$ cat config.mk
export PLATFORM = sky130hd
export DESIGN_NAME = led_share_sched
export DESIGN_NICKNAME = d
export VERILOG_FILES = /design/src/rtl/led_share_sched.sv
export SDC_FILE = /design/constraint.sdc
export NUM_CORES = 1
export LEC_CHECK = 0
export CAP_MARGIN = 25
export CORE_AREA = 5 5 73 75
export DETAILED_ROUTE_END_ITERATION = 6
export DIE_AREA = 0 0 78 80
export PLACE_DENSITY = 0.77
export SLEW_MARGIN = 20
export SYNTH_ARGS = -nofsm -noshare
export SYNTH_HDL_FRONTEND = slang
export SYNTH_SLANG_ARGS = --single-unit
$ cat constraint.sdc
create_clock -name clk -period 2.69 [get_ports clk]
set_input_delay 0.538 -clock clk [delete_from_list [all_inputs] [get_ports clk]]
set_output_delay 0.538 -clock clk [all_outputs]
set_load 0.03 [all_outputs]
$ cat src/rtl/led_share_sched.sv
// Shares the four user LEDs between up to four status requesters, round-robin,
// and shows a rotating heartbeat whenever nobody holds them.
module led_share_sched #(
    parameter int TICK_DIV   = 2500000,
    parameter int HOLD_TICKS = 2
) (
    input  logic        clk,
    input  logic        nrst,
    input  logic [3:0]  req,
    input  logic [15:0] pat,
    output logic [3:0]  grant,
    output logic [3:0]  done,
    output logic [3:0]  led,
    output logic        busy,
    output logic        tick
);

    localparam logic [1:0] ST_IDLE    = 2'd0;
    localparam logic [1:0] ST_GRANT   = 2'd1;
    localparam logic [1:0] ST_HOLD    = 2'd2;
    localparam logic [1:0] ST_RELEASE = 2'd3;

    localparam int PW = (TICK_DIV > 2) ? $clog2(TICK_DIV) : 1;
    localparam int HW = (HOLD_TICKS > 2) ? $clog2(HOLD_TICKS) : 1;

    localparam logic [PW-1:0] PRESC_LAST = PW'(TICK_DIV - 1);
    localparam logic [PW-1:0] PRESC_PRE  = PW'(TICK_DIV - 2);
    localparam logic [PW-1:0] PRESC_ONE  = PW'(1);
    localparam logic [PW-1:0] PRESC_ZERO = PW'(0);
    localparam logic [HW-1:0] HOLD_LAST  = HW'(HOLD_TICKS - 1);
    localparam logic [HW-1:0] HOLD_ONE   = HW'(1);
    localparam logic [HW-1:0] HOLD_ZERO  = HW'(0);

    logic [PW-1:0] presc_r;
    logic          tick_r;
    logic [1:0]    state_r,    state_s;
    logic [1:0]    winner_r,   winner_s;
    logic [1:0]    rr_ptr_r,   rr_ptr_s;
    logic [HW-1:0] hold_cnt_r, hold_cnt_s;
    logic [3:0]    hb_r,       hb_s;
    logic [3:0]    led_r,      led_s;
    logic [3:0]    grant_r,    grant_s;
    logic [3:0]    done_r,     done_s;
    logic          busy_r,     busy_s;

    // First set request bit strictly after ptr, wrapping; ptr itself is checked last.
    function automatic logic [1:0] rr_pick(input logic [3:0] r, input logic [1:0] ptr);
        logic [1:0] idx;
        logic [1:0] pick;
        logic       found;
        idx   = ptr;
        pick  = ptr;
        found = 1'b0;
        for (int i = 0; i < 4; i++) begin
            idx = idx + 2'd1;
            if (!found && r[idx]) begin
                pick  = idx;
                found = 1'b1;
            end
        end
        return pick;
    endfunction

    function automatic logic [3:0] onehot4(input logic [1:0] i);
        return 4'b0001 << i;
    endfunction

    // Free-running prescaler; tick is registered one count early so it aligns with the last count.
    always_ff @(posedge clk or negedge nrst) begin
        if (!nrst) begin
            presc_r <= PRESC_ZERO;
            tick_r  <= 1'b0;
        end else begin
            presc_r <= (presc_r == PRESC_LAST) ? PRESC_ZERO : (presc_r + PRESC_ONE);
            tick_r  <= (presc_r == PRESC_PRE);
        end
    end

    // Arbitration, hold timing and output next-values.
    always_comb begin
        state_s    = state_r;
        winner_s   = winner_r;
        rr_ptr_s   = rr_ptr_r;
        hold_cnt_s = hold_cnt_r;
        hb_s       = hb_r;
        led_s      = led_r;
        grant_s    = grant_r;
        done_s     = 4'b0000;
        case (state_r)
            ST_IDLE: begin
                if (|req) begin
                    winner_s = rr_pick(req, rr_ptr_r);
                    state_s  = ST_GRANT;
                end else if (tick_r) begin
                    hb_s  = {hb_r[2:0], hb_r[3]};
                    led_s = {hb_r[2:0], hb_r[3]};
                end else begin
                    state_s = ST_IDLE;
                end
            end
            ST_GRANT: begin
                grant_s    = onehot4(winner_r);
                led_s      = pat[{winner_r, 2'b00} +: 4];
                hold_cnt_s = HOLD_ZERO;
                state_s    = ST_HOLD;
            end
            ST_HOLD: begin
                // A dropped request wins over a final tick in the same cycle.
                if (!req[winner_r]) begin
                    state_s  = ST_RELEASE;
                    grant_s  = 4'b0000;
                    led_s    = hb_r;
                    rr_ptr_s = winner_r;
                end else if (tick_r) begin
                    if (hold_cnt_r == HOLD_LAST) begin
                        state_s  = ST_RELEASE;
                        grant_s  = 4'b0000;
                        led_s    = hb_r;
                        rr_ptr_s = winner_r;
                        done_s   = onehot4(winner_r);
                    end else begin
                        hold_cnt_s = hold_cnt_r + HOLD_ONE;
                    end
                end else begin
                    state_s = ST_HOLD;
                end
            end
            ST_RELEASE: begin
                state_s = ST_IDLE;
            end
            default: begin
                state_s = ST_IDLE;
                grant_s = 4'b0000;
                led_s   = hb_r;
            end
        endcase
        busy_s = (state_s != ST_IDLE);
    end

    // State and registered outputs.
    always_ff @(posedge clk or negedge nrst) begin
        if (!nrst) begin
            state_r    <= ST_IDLE;
            winner_r   <= 2'd0;
            rr_ptr_r   <= 2'd3;
            hold_cnt_r <= HOLD_ZERO;
            hb_r       <= 4'b0001;
            led_r      <= 4'b0001;
            grant_r    <= 4'b0000;
            done_r     <= 4'b0000;
            busy_r     <= 1'b0;
        end else begin
            state_r    <= state_s;
            winner_r   <= winner_s;
            rr_ptr_r   <= rr_ptr_s;
            hold_cnt_r <= hold_cnt_s;
            hb_r       <= hb_s;
            led_r      <= led_s;
            grant_r    <= grant_s;
            done_r     <= done_s;
            busy_r     <= busy_s;
        end
    end

    assign grant = grant_r;
    assign done  = done_r;
    assign led   = led_r;
    assign busy  = busy_r;
    assign tick  = tick_r;

endmodule

Yosys cells after proc, flatten, opt, wreduce, memory -nomap -nowiden
Cells that the tools add are included.

storage, ports and cells
  input port bits = 22
  bits in registers = 47
  bits in writable memories = 0
  output and inout bits = 14
  memory bits (read-only) = 0
  bits in latches = 0
  memories = 0

cells by class
  multipliers = 0
  reduce and logical (&&, ||, !) cells = 17
  magnitude comparators = 5
  equal/unequal tests = 13
  shifts and indexed selects = 2
  add/sub/neg operators = 6
  bitwise logic cells = 1
  muxes and demuxes = 51
  divide/modulo/power cells = 0

operators by type and width
  cell                     count
  $mux W4                  12
  $eq A22 B22 Y1 const B   2
  $mux W2                  12
  $add A22 B1 Y22 const B  1
  $mux W22                 1
  $mux W1                  17
  $shiftx A16 B5 Y4        1
  $lt A2 B3 Y1 const B     5
  $ne A2 B2 Y1 const B     6
  $pmux W4 S3              1
  $reduce_and A3 Y1        4
  $bmux W1 S2              5
  $add A2 B1 Y2 const B    4
  $pmux W2 S4              1
  $pmux W4 S2              1
  $ne A3 B3 Y1 const B     2
  $reduce_and A5 Y1        1
  $eq A2 B2 Y1 const B     2
  $reduce_bool A2 Y1       2
  $reduce_or A4 Y1         1
  $shl A1 B2 Y4 const A    1
  $logic_and A1 B1 Y1      3
  $logic_not A1 Y1         3
  $reduce_bool A3 Y1       1
  other kinds (6)          6

Logic depth before layout (Yosys ltp)
  depth in word-level cells = 19
  gate-level depth with buffers = 7

Worst setup path after synthesis
OpenSTA, ideal clock, no wires.

  kind = input to register
  from = input req[3]
  to = register led_r[1], in the netlist led[1]
  arrival time = 1844 ps
  slack = 718 ps
  buffers on the path = 0
  setup time = 128 ps
  data required time = 2562 ps
  stages = 4
  path through = mux4_2 -> a31o_2 -> o21ba_2 -> mux2_1

on the way
  cells in the longest elaborated chain, start to end = 4
  elaborated cells between the ends (all ways) = 9
  classes of those cells = 3 x eq/ne; 4 x mux; 2 x reduce/logical

ends and longest elaborated chain
  item                                                        RTL line  source
  start: declaration                                          9         input logic [3:0] req,
  $bmux W1 S2                                                 109       if (!req[winner_r]) begin
  $mux W1 (implied by the code)                               109
  $ne A3 B3 Y1 (no line) or $mux W4 (tied branches)           --
  $reduce_and A5 Y1 (no line) or $pmux W4 S3 (tied branches)  --
  end signal: assignment                                      158       led_r <= led_s;
  end: declaration                                            41        logic [3:0] led_r, led_s;

Parallel ways exist; a longest one is shown, timed or not. The select of a mux whose other input is x is not followed.
A chain may end at the register's enable or synchronous reset.

Worst setup path after layout
  from = input req[2]
  to = register led_r[2], in the netlist led[2]

Same word-level chain as after synthesis.

==> impl_results.md <==
* Min cycle time layout at 2.25 ns
* Worst Setup Start Kind: input port
* PostCTS Resize Cnt at 0
* Drt via density at 5.61
* Total CTS buffers at 5
* Pwr Density at 844 nW/um2
* Relative slew slack at 60.7%
* Share of cells above drive strength 1 at 14.1%
* Req. time, crit path at 2.87 ns
* Worst R2R Start: state_r[0]
* Final setup margin at ~0.44 ns
* Worst hold path class: input port to asynchronous set/reset pin
* Die height at 80 um
* Antenna cells at 0
* Placed wire-length estimate at approximately 3.6 mm
* Met3 wire len at 288 um
* Layout Utilization at around 63%
* Yosys top cell area share at 45.6%
* CTS Buffer Depth at 2
* DIE WIDTH at slightly below 80 um
* Status: finished, final reports clean
* RSZ-0062 raised after global routing: false
* Via count at 1,774
* Clock net sink count at 47
* Hold_buf cts at 0
* Synth top area cells: dfrtp_1, mux4_2, dfstp_2
* Final setup viols at 0
* Area Growth Syn to Fin at 23.5%
* R2R setup slack at 0.68 ns
* Synth cell count leaders: dfrtp_1, nor2_1, nand2_1
* Synthesis Warnings at 0
* IO Port Bufs at 35
* Post-DRT Antenna Nets at 0
* # DRC at 0
* Initial core utilization at 51.3%
* Post-synth EDFFs at 0
* Largest net degree at the start of global routing at 48
* Core footprint at 4600 um2
* Final worst path period share at 83.8%
* Final estimated routing congestion in global placement at 0.829
* Global route overflow at 0
* Peak supply drop at 0.327 mV
* Fraction of registers with async set or reset after synthesis at 100%
* Worst R2R Path Depth at 6
* Worst-path clk slew at 0.09 ns
* Initial antenna violation count at 0
* Vias in the first global route at around 1,800
* Global-route wire length before repair at 8.29 mm
* Postcts setup bufs at 0
* Mapped Nets at roughly 250
* Crit. End Element: flip-flop
* Worst-skew pair later-pin latency at 0.29 ns
* Worst R2R End: led[2]
* Final WL at 4.80 mm
* Met1 WL at 2.13 mm
* Dominant cell by count in the synthesized netlist: dfrtp_1
* Ports at 36
* Hold Fails Final Rpt at 0
* TritonCTS clock tree: built
* Post-synthesis cell count at 221
* Distinct cells, synth at between 40 and 50
* P_leak at 1.25 nW
* Top layer in use: met4
* Max-cap violations at 0
* Max Slew Vio Count at 0
* Crit path arrival time at around 2.4 ns
* Row count at 25
* Die area at 6240 um2
* Clk root buf: clkbuf_8
* Pre-CTS setup slack at 0.135 ns
* Fmax at 0.444 GHz
* First-iteration detailed-routing DRC count at around 110
* Worst Tran Pin Value at between 0.5 and 0.6 ns
* Worst clock skew at 0.0107 ns
* H-tree levels at 2
* Post-Route Setup TNS at 0 ns
* CP Class: input port to flip-flop
* Post-synthesis cell area at 2360 um2
* Synth Register Bits at 47
* Combined area of the multi-input logic cells at between 1000 and 1500 um2
* Register area at roughly 1200 um2
* Crit path max fanout at 5
* Avg WL per Cell at 15.2 um
* Synth Flop Type: dfrtp_1
* Post-synthesis sequential area ratio at 50.1%
* GRT Overall Usage at 16.7%
* NumNets Final at 289
* Drt first pass iters at 4
* Final Power at 2.46 mW
* Layout fillers at 391
* Leading area contributor after synthesis: dfrtp_1
* Syn Area/Cell at 10.7 um2
* Met2 WL post-DR at 2.33 mm
## cell usage in the layout, fill, tap and decap left out, types with 2 or more instances in the layout
cell type	instances
nand2_1	16
mux4_2	5
nor2_1	20
dfstp_2	4
dfrtp_1	43
nand3_1	12
o21ai_0	9
xor2_1	6
a21boi_0	2
or2_2	2
nor3_1	6
and3_1	4
mux2_2	6
clkdlybuf4s50_1	34
bufinv_16	2
mux2_1	4
nand4_1	7
ha_1	6
or4_4	2
xnor2_1	10
nand2b_1	5
clkbuf_8	5
nor4_1	5
inv_1	8
buf_4	5
a22oi_1	4
a21oi_1	11
a31oi_1	2
o31ai_1	2
## sequential cells by signal, summed over array words and instances, names as in the netlist, 2 cells and up
| register | flops |
|---|---|
| done | 4 |
| rr_ptr_r | 2 |
| state_r | 2 |
| hb_r | 4 |
| presc_r | 22 |
| winner_r | 2 |
| led | 4 |
| grant | 4 |
## report_power, final
group          leakage [nW]  internal (mW)  switching (mW)  total, mW
Combinational         0.570          0.436           0.505      0.941
Sequential            0.611          0.827          0.0966      0.924
Clock                0.0654          0.371           0.225      0.597
## worst max-delay path by stage
stage / from / end / slack (ns) / cells past startpoint
2_1_floorplan: req[3] / led[1] / 0.72 / 4
3_3_place_gp: req[2] / led[2] / 0.15 / 5
3_5_place_dp: req[3] / led[2] / 0.13 / 5
4_1_cts: req[2] / led[2] / 0.45 / 5
5_1_grt: req[2] / led[2] / 0.39 / 5
6_report: req[2] / led[2] / 0.44 / 5
## metrics by stage
stage	hold WS [ns]	std cells	area (um2)
3_3_place_gp	0.465	308	2780
2_1_floorplan	0.242	221	2360
3_5_place_dp	0.476	308	2780
4_1_cts	0.338	316	2920
6_report	0.315	316	2920
5_1_grt	0.372	316	2920
## worst max-delay path, stage by stage
cell             delay, ns
clkdlybuf4s50_1       0.48
mux4_2                0.54
a31o_2                0.31
o21ba_2               0.24
mux2_1                0.32
## final cells by class
type	count	share of cell area, %
flip-flops and latches	47	40.5
inverters	8	1.03
multi-input cells	159	38.5
repair buffers	40	13.1
clock inverters	2	2.06
clock buffers	6	2.49
well taps	54	2.32
## routing by layer
layer  global-route usage [%]  vias up
met4                     6.08        0
met5                        0        -
met2                     28.4       48
met3                     4.29        7
met1                     20.3      852
li1                         -      867
## kinds of logic (layout without fill, tap and decap cells)
| logic type | count (synthesis) | after routing | synth area share [%] |
|---|---|---|---|
| AO/OA/AOI/OAI | 35 | 35 | 9.17 |
| XOR/XNOR | 16 | 16 | 5.94 |
| adder cells (fa/ha/maj) | 6 | 6 | 3.18 |
| buffers and inverters | 15 | 56 | 2.44 |
| flip-flops | 47 | 47 | 50.1 |
| multiplexers | 16 | 16 | 9.97 |
| AND/OR/NAND/NOR | 86 | 86 | 19.2 |
Power figures use the tool's default switching activity.
